**config.mk**
```make
export PLATFORM = sky130hd
export DESIGN_NAME = dsm_read_ctrl
export DESIGN_NICKNAME = d
export VERILOG_FILES = /design/src/rtl/dsm_pkg.sv /design/src/rtl/dsm_avg_acc.sv /design/src/rtl/dsm_read_ctrl.sv
export SDC_FILE = /design/constraint.sdc
export NUM_CORES = 1
export LEC_CHECK = 0
export ABC_AREA = 1
export CAP_MARGIN = 20
export CORE_MARGIN = 3
export CORE_UTILIZATION = 30
export CTS_CLUSTER_SIZE = 20
export DETAILED_ROUTE_END_ITERATION = 10
export PLACE_DENSITY = 0.46
export SYNTH_ARGS = -nofsm -noshare
export SYNTH_HDL_FRONTEND = slang
export SYNTH_SLANG_ARGS = --single-unit
export TNS_END_PERCENT = 50
```
**constraint.sdc**
```tcl
create_clock -name clk -period 2.1 [get_ports clk]
set_clock_uncertainty 0.2 [all_clocks]
set_input_delay 0.21 -clock clk [delete_from_list [all_inputs] [get_ports clk]]
set_output_delay 0.21 -clock clk [all_outputs]
set_load 0.1 [all_outputs]
```
**src/rtl/dsm_pkg.sv**
```systemverilog
// Shared constants and state type for the DSM read/verify sequencer.
// Imported by dsm_read_ctrl and dsm_avg_acc.
package dsm_pkg;

    localparam int CNT_W       = 9;
    localparam int WIN_W       = 9;
    localparam int AVG_LOG_MAX = 3;
    localparam int SETTLE_CYC  = 2;

    typedef enum logic [2:0] {
        IDLE,
        SETTLE,
        CONV,
        CAPT,
        ACC,
        DONE
    } rd_state_e;

endpackage

```
**src/rtl/dsm_avg_acc.sv**
```systemverilog
// Conversion accumulator: sums captured DSM counts, tracks saturation,
// then shifts down to the average and compares it against the verify level.
module dsm_avg_acc #(
    parameter int CNT_W       = dsm_pkg::CNT_W,
    parameter int WIN_W       = dsm_pkg::WIN_W,
    parameter int AVG_LOG_MAX = dsm_pkg::AVG_LOG_MAX
) (
    input  logic             clk,
    input  logic             rst_n,
    input  logic             clear,
    input  logic [1:0]       avg_log,
    input  logic [CNT_W-1:0] lvl,
    input  logic             add,
    input  logic [CNT_W-1:0] sample,
    input  logic [WIN_W-1:0] win,
    input  logic             result,
    output logic [1:0]       n_log,
    output logic [CNT_W-1:0] res_count,
    output logic             res_pass,
    output logic             res_sat
);
    import dsm_pkg::*;

    localparam int ACC_W = CNT_W + AVG_LOG_MAX;

    logic [ACC_W-1:0] acc;
    logic             sat;
    logic [1:0]       log_q;
    logic [CNT_W-1:0] lvl_q;
    logic [1:0]       log_c;
    logic [CNT_W-1:0] avg;

    assign log_c = (avg_log > 2'(AVG_LOG_MAX)) ? 2'(AVG_LOG_MAX) : avg_log;
    assign avg   = CNT_W'(acc >> log_q);
    assign n_log = log_q;

    always_ff @(posedge clk) begin
        if (!rst_n) begin
            acc       <= '0;
            sat       <= 1'b0;
            log_q     <= '0;
            lvl_q     <= '0;
            res_count <= '0;
            res_pass  <= 1'b0;
            res_sat   <= 1'b0;
        end else begin
            if (clear) begin
                acc   <= '0;
                sat   <= 1'b0;
                log_q <= log_c;
                lvl_q <= lvl;
            end else if (add) begin
                acc <= acc + ACC_W'(sample);
                // a count equal to the window means the comparator never tripped
                sat <= sat | (ACC_W'(sample) == ACC_W'(win));
            end
            if (result) begin
                res_count <= avg;
                res_pass  <= (avg < lvl_q);
                res_sat   <= sat;
            end
        end
    end

endmodule

```
**src/rtl/dsm_read_ctrl.sv**
```systemverilog
// Read/verify sequencer for the bit-line delta-sigma modulator: settles,
// opens a counting window, captures and averages, returns pass/fail.
module dsm_read_ctrl #(
    parameter int CNT_W       = dsm_pkg::CNT_W,
    parameter int WIN_W       = dsm_pkg::WIN_W,
    parameter int AVG_LOG_MAX = dsm_pkg::AVG_LOG_MAX,
    parameter int SETTLE_CYC  = dsm_pkg::SETTLE_CYC
) (
    input  logic             clk,
    input  logic             rst_n,
    input  logic             start,
    input  logic [WIN_W-1:0] win_len,
    input  logic [1:0]       avg_log,
    input  logic [CNT_W-1:0] verify_lvl,
    input  logic [CNT_W-1:0] dsm_cnt,
    output logic             dsm_en,
    output logic             busy,
    output logic             res_valid,
    input  logic             res_ready,
    output logic [CNT_W-1:0] res_count,
    output logic             res_pass,
    output logic             res_sat
);
    import dsm_pkg::*;

    localparam int CW = AVG_LOG_MAX + 1;

    rd_state_e        state, state_d;
    logic [WIN_W-1:0] tmr, win_q;
    logic [CW-1:0]    conv, conv_nxt, n_conv;
    logic [CNT_W-1:0] cap;
    logic [1:0]       n_log;
    logic             clr, add, load;

    assign conv_nxt = conv + CW'(1);
    assign n_conv   = CW'(1) << n_log;
    assign busy     = (state != IDLE);

    always_ff @(posedge clk) begin
        if (!rst_n) state <= IDLE;
        else        state <= state_d;
    end

    always_comb begin
        state_d = state;
        clr     = 1'b0;
        add     = 1'b0;
        load    = 1'b0;
        unique case (state)
            IDLE: begin
                if (start && !res_valid) begin
                    state_d = SETTLE;
                    clr     = 1'b1;
                end
            end
            SETTLE: if (tmr == WIN_W'(SETTLE_CYC - 1)) state_d = CONV;
            CONV:   if (tmr == win_q - WIN_W'(1)) state_d = CAPT;
            CAPT:   state_d = ACC;
            ACC: begin
                add     = 1'b1;
                state_d = (conv_nxt < n_conv) ? SETTLE : DONE;
            end
            DONE: begin
                if (!res_valid)     load    = 1'b1;
                else if (res_ready) state_d = IDLE;
            end
            default: state_d = IDLE;
        endcase
    end

    always_ff @(posedge clk) begin
        if (!rst_n) begin
            tmr       <= '0;
            win_q     <= WIN_W'(1);
            conv      <= '0;
            res_valid <= 1'b0;
        end else begin
            tmr <= (state_d != state) ? '0 : tmr + WIN_W'(1);
            if (clr) begin
                win_q <= (win_len == '0) ? WIN_W'(1) : win_len;
                conv  <= '0;
            end else if (add) begin
                conv <= conv_nxt;
            end
            if (load)                        res_valid <= 1'b1;
            else if (res_valid && res_ready) res_valid <= 1'b0;
        end
    end

    // falling-edge flops give the DSM half a cycle of setup and read a stable count
    always_ff @(negedge clk) begin
        dsm_en <= rst_n && (state == CONV);
        if (state == CAPT) cap <= dsm_cnt;
    end

    dsm_avg_acc #(
        .CNT_W       (CNT_W),
        .WIN_W       (WIN_W),
        .AVG_LOG_MAX (AVG_LOG_MAX)
    ) u_acc (
        .clk       (clk),
        .rst_n     (rst_n),
        .clear     (clr),
        .avg_log   (avg_log),
        .lvl       (verify_lvl),
        .add       (add),
        .sample    (cap),
        .win       (win_q),
        .result    (load),
        .n_log     (n_log),
        .res_count (res_count),
        .res_pass  (res_pass),
        .res_sat   (res_sat)
    );

endmodule

```
[After elaboration in Yosys (flattened, before gate mapping)]
Cells that the tools add are included.
Word-level totals
  word-level logic and storage cells: 60
  output and inout port bits: 14
  input port bits: 33
  flip-flop bits (word level): 71
Cells by class
  reductions and logical operators: 10
  add/subtract/negate cells: 4
  shift-type cells: 2
  magnitude comparators: 3
  mux-type cells: 16
  equal/unequal tests: 9
  bitwise logic cells: 2
Operators with widths (number)
  $eq 9x9->1: 2
  $mux 3: 6
  $pmux 3 s6: 1
  $add 12x9->12: 1
  $shr 12x2->9: 1
  $add 9x1->9 const B: 1
  $eq 9x1->1 const B: 1
  $logic_not 9->1: 1
  $lt 9x9->1: 1
  $mux 9: 1
  $sub 9x1->9 const B: 1
  $mux 1: 7
  $eq 3x2->1 const B: 2
  $eq 3x3->1 const B: 2
  $add 4x1->4 const B: 1
  $lt 4x4->1: 1
  $reduce_or 2->1: 2
  $shl 1x2->4 const A: 1
  $eq 3x1->1 const B: 1
  $logic_and 1x1->1: 3
  $logic_not 3->1: 1
  $ne 3x3->1: 1
  $reduce_bool 3->1: 1
  $gt 2x2->1 const B: 1
  5 further kinds: 5

[Longest topological paths before layout]
  depth after elaboration: 6
  mapped depth: 15
  depth with buffers taken out: 15

[By module]
Synthesis repeated with hierarchy kept, for this count alone.
Second synthesis, totals
  cells, all modules: 600
  area, all modules: 4135.2 sq um
Modules (own cells, without submodules)
  dsm_avg_acc: seq. area each 700.7 sq um, cells an instance 357, area each 2290.9 sq um, times used 1
  dsm_read_ctrl: seq. area each 810.8 sq um, cells an instance 243, area each 1844.3 sq um, times used 1

==> results by group <==
Critical path
  – WP buf/inv: 3
  – CP cell instances: ha_4 > inv_2 > fa_2 > o31ai_4 > buf_4 > xor2_2 > o21ai_1 > inv_1
  – Slowest cell on the critical path: fa_2
  – Worst endpoint data arrival time: approximately 3.1 ns
  – Crit. Startpoint: cap[0]
  – Reg2reg start: cap[0]
  – Critical path required time: between 2 and 2.5 ns
  – Delay-heaviest family, CP: adder cells
  – Crit path launch type: register
  – Crit. End Element: register
  – Worst-path fanout max: 3
  – Max stage delay on crit path: between 0.4 and 0.5 ns
  – Setup CP Type: reg2reg

Power and ir drop
  – P_int: about 0.0027 W
  – Net Sw Frac: 29.1%
  – Leakage: ~2.5 nW
  – Power Density: ~670 nW/um^2
  – Total power: approximately 0.0039 W
  – P_sw: around 0.0011 W
  – VDD IR max: around 0.34 mV
  – Logic gate share of total power: between 15 and 20%
  – Sequential share of power: approximately 39%
  – Clock network fraction of total power: between 40% and 50%

Synthesis
  – Biggest area consumer among synthesized cells: dfxtp_1
  – Area fraction of the dominant cell type after synthesis: roughly 31%
  – Synth Instances: 530
  – Yosys cell types: 43
  – Leading register cell type out of synthesis: dfxtp_1
  – Most common library cells after synthesis: nand2_1, dfxtp_1, inv_1
  – Fraction of registers with async set/reset: 0%
  – #FFs+latches synth: 71
  – Synth area leaders: dfxtp_1, nand2_1, ha_1
  – Number of synthesized flops with an enable pin: 9
  – Most frequent cell after synthesis: nand2_1
  – Sequential area share after synthesis: 38.0%
  – Cell Area, Synth: 3980 um^2
  – Mapped Nets: about 590
  – Yosys warning count: 0
  – Mean post-synth cell area: between 7 and 8 um^2

GRT
  – First-pass GRT wire length: ~18,000 um
  – Number of global-route vias before repair: between 3,000 and 4,000
  – All-layer global routing usage: approximately 16%
  – Initial antenna violation count: 0
  – Remaining Overflow, GRT: 0
  – Largest net degree at the start of global routing: 20

Clock network
  – Root Driver: clkbuf_16
  – Clock Tree Buf Depth: 2
  – H-Tree Level Count: 3
  – CTS tree: done
  – Clk pin slew, worst setup/hold paths: ~0.06 ns
  – CTS sink cnt: 71
  – Post-CTS Hold Fix Bufs: 0
  – Skew-Pair Late Insertion Delay: ~0.4 ns
  – Num CTS Buffers: 9

Final layout
  – Final net count: ~710
  – Share of post-route cells with drive strength above 1: between 20% and 30%
  – Multi-input logic area: between 2000 and 2500 um^2
  – Sequential cell area: roughly 1500 um^2
  – Layout Cells excl Fill: roughly 830
  – Antenna cell count: 0
  – Area Overhead vs Synth: 45.8%
  – Filler Cell Count: 1,293

Outcome
  – Status: finished with violations
  – Failing checks: negative setup slack

Place
  – Hpwl dp: 8400 um
  – Port bufs: 46
  – Dpl cells: about 800
  – Final Wtd Congestion: 0.864

Job
  – Max Cap Viol: 0

Detailed routing
  – Detailed Route WL: around 11,000 um
  – Routed vias: roughly 3,800
  – Routed Antenna Nets: 0
  – Detailed Routing Iterations Pass 1: 5
  – DRC viols: 0
  – Vias per Instance: around 4.6
  – DR WL/cell: between 10 and 15 um
  – Drt first-iter violations: between 150 and 200

STA
  – Final hold vios: 0
  – RSZ-0062 raised after global routing: true
  – Fin Setup TNS: -11.21 ns
  – Final setup margin: -0.950 ns
  – Endpoints failing setup: 23
  – Worst-Margin Slew: a little over 0.3 ns
  – Slew headroom: between 70% and 80%
  – Pins Over Slew Limit: 0

Min path
  – Hold Path Class: in2reg
  – Hold_sp: verify_lvl[5]

Floorplan
  – Initial Utilization: between 30% and 40%
  – Core Region: ~13,000 um^2
  – Chip width: between 100 and 150 um
  – Die Y: roughly 120 um
  – FP Rows: 41
  – DIE AREA: ~15,000 um^2
  – I/O Pins: 47
placed cells by master, fill, tap and decap left out, types with 4 or more instances in the layout:
cell type	Yosys	routed
nand2_2	4	10
edfxtp_1	9	9
o21ai_1	5	13
nor2_1	53	50
nand2_1	97	91
inv_1	57	62
inv_2	14	17
clkbuf_16	0	9
o22ai_1	9	8
dfxtp_1	62	57
nand3_2	1	7
ha_1	24	18
nand3_1	32	26
nor3_1	8	6
a21oi_1	30	23
nor2_2	12	15
xor2_1	18	16
a21oi_2	1	8
dfxtp_2	0	5
o21ai_0	40	31
buf_12	0	4
ha_4	0	6
xnor2_1	7	6
clkdlybuf4s50_1	0	32
buf_4	1	80
per-layer routing:
layer	up-vias	routed length, um	track usage, %
met5	-	0	0
met1	1726	5120	21.0
met4	0	208	6.30
met2	65	4900	24.8
li1	1991	-	-
met3	14	423	3.17
registers in the layout, indices dropped and copies added (netlist names), 3 cells and up:
signal           count
u_acc.lvl_q          9
cap                  9
u_acc.acc           12
conv                 4
win_q                9
tmr                  9
state                3
u_acc.res_count      9
tightest hold or removal path: stages:
cell and delay, ns:
clkdlybuf4s50_1 0.40, nand2_1 0.06, o21ai_0 0.06
final timing paths:
| kind | to | slack (ns) | cells after the start |
|---|---|---|---|
| max | u_acc.acc[4] | -0.95 | 8 |
| min | u_acc.lvl_q[5] | 0.24 | 3 |
| max reg2reg | u_acc.acc[4] | -0.95 | 8 |
| min reg2reg | u_acc.lvl_q[0] | 0.28 | 2 |
stage by stage:
| step | hold WS [ns] | setup WS (ns) | cell area, um^2 | utilization, % |
|---|---|---|---|---|
| 2_1_floorplan | 0.123 | -0.746 | 4090 | - |
| 3_3_place_gp | 0.261 | -0.834 | 5230 | 40.9 |
| 3_5_place_dp | 0.269 | -0.888 | 5230 | 40.9 |
| 4_1_cts | 0.227 | -0.900 | 5650 | 44.2 |
| 5_1_grt | 0.266 | -1.05 | 5800 | 45.4 |
| 6_report | 0.237 | -0.950 | 5800 | 45.4 |
power by group through the flow:
stage / registers, W / logic, W / clock network [W]
6_report: 0.00149 / 0.000770 / 0.00161
2_1_floorplan: 0.00152 / 0.000453 / 0.0000317
3_5_place_dp: 0.00151 / 0.000748 / 0.0000317
3_3_place_gp: 0.00151 / 0.000746 / 0.0000317
5_1_grt: 0.00149 / 0.000864 / 0.00174
4_1_cts: 0.00149 / 0.000757 / 0.00166
area by class of cell:
type,count,area share [%]
inverter,70,4.58
tap,172,3.71
timing repair buffer,119,17.9
multi-input combinational,374,42.0
clock buffer,12,4.25
sequential,71,26.2
clock inverter,14,1.42
cells by family after synthesis:
| kind of cell | Yosys count | synth area share [%] |
|---|---|---|
| AO/OA/AOI/OAI | 103 | 14.7 |
| XOR/XNOR | 25 | 5.51 |
| adder cells (fa/ha/maj) | 25 | 8.06 |
| buffers and inverters | 85 | 8.40 |
| flip-flops | 71 | 38.0 |
| multiplexers | 2 | 0.504 |
| AND/OR/NAND/NOR | 219 | 24.8 |
timing repair:
item	CTS	global route
gates resized for setup	23	33
pin swaps	6	19
gates cloned	0	0
endpoints found under the setup margin	34	34
setup buffers	2	6
Note: power is estimated with default switching activity, not from simulation.
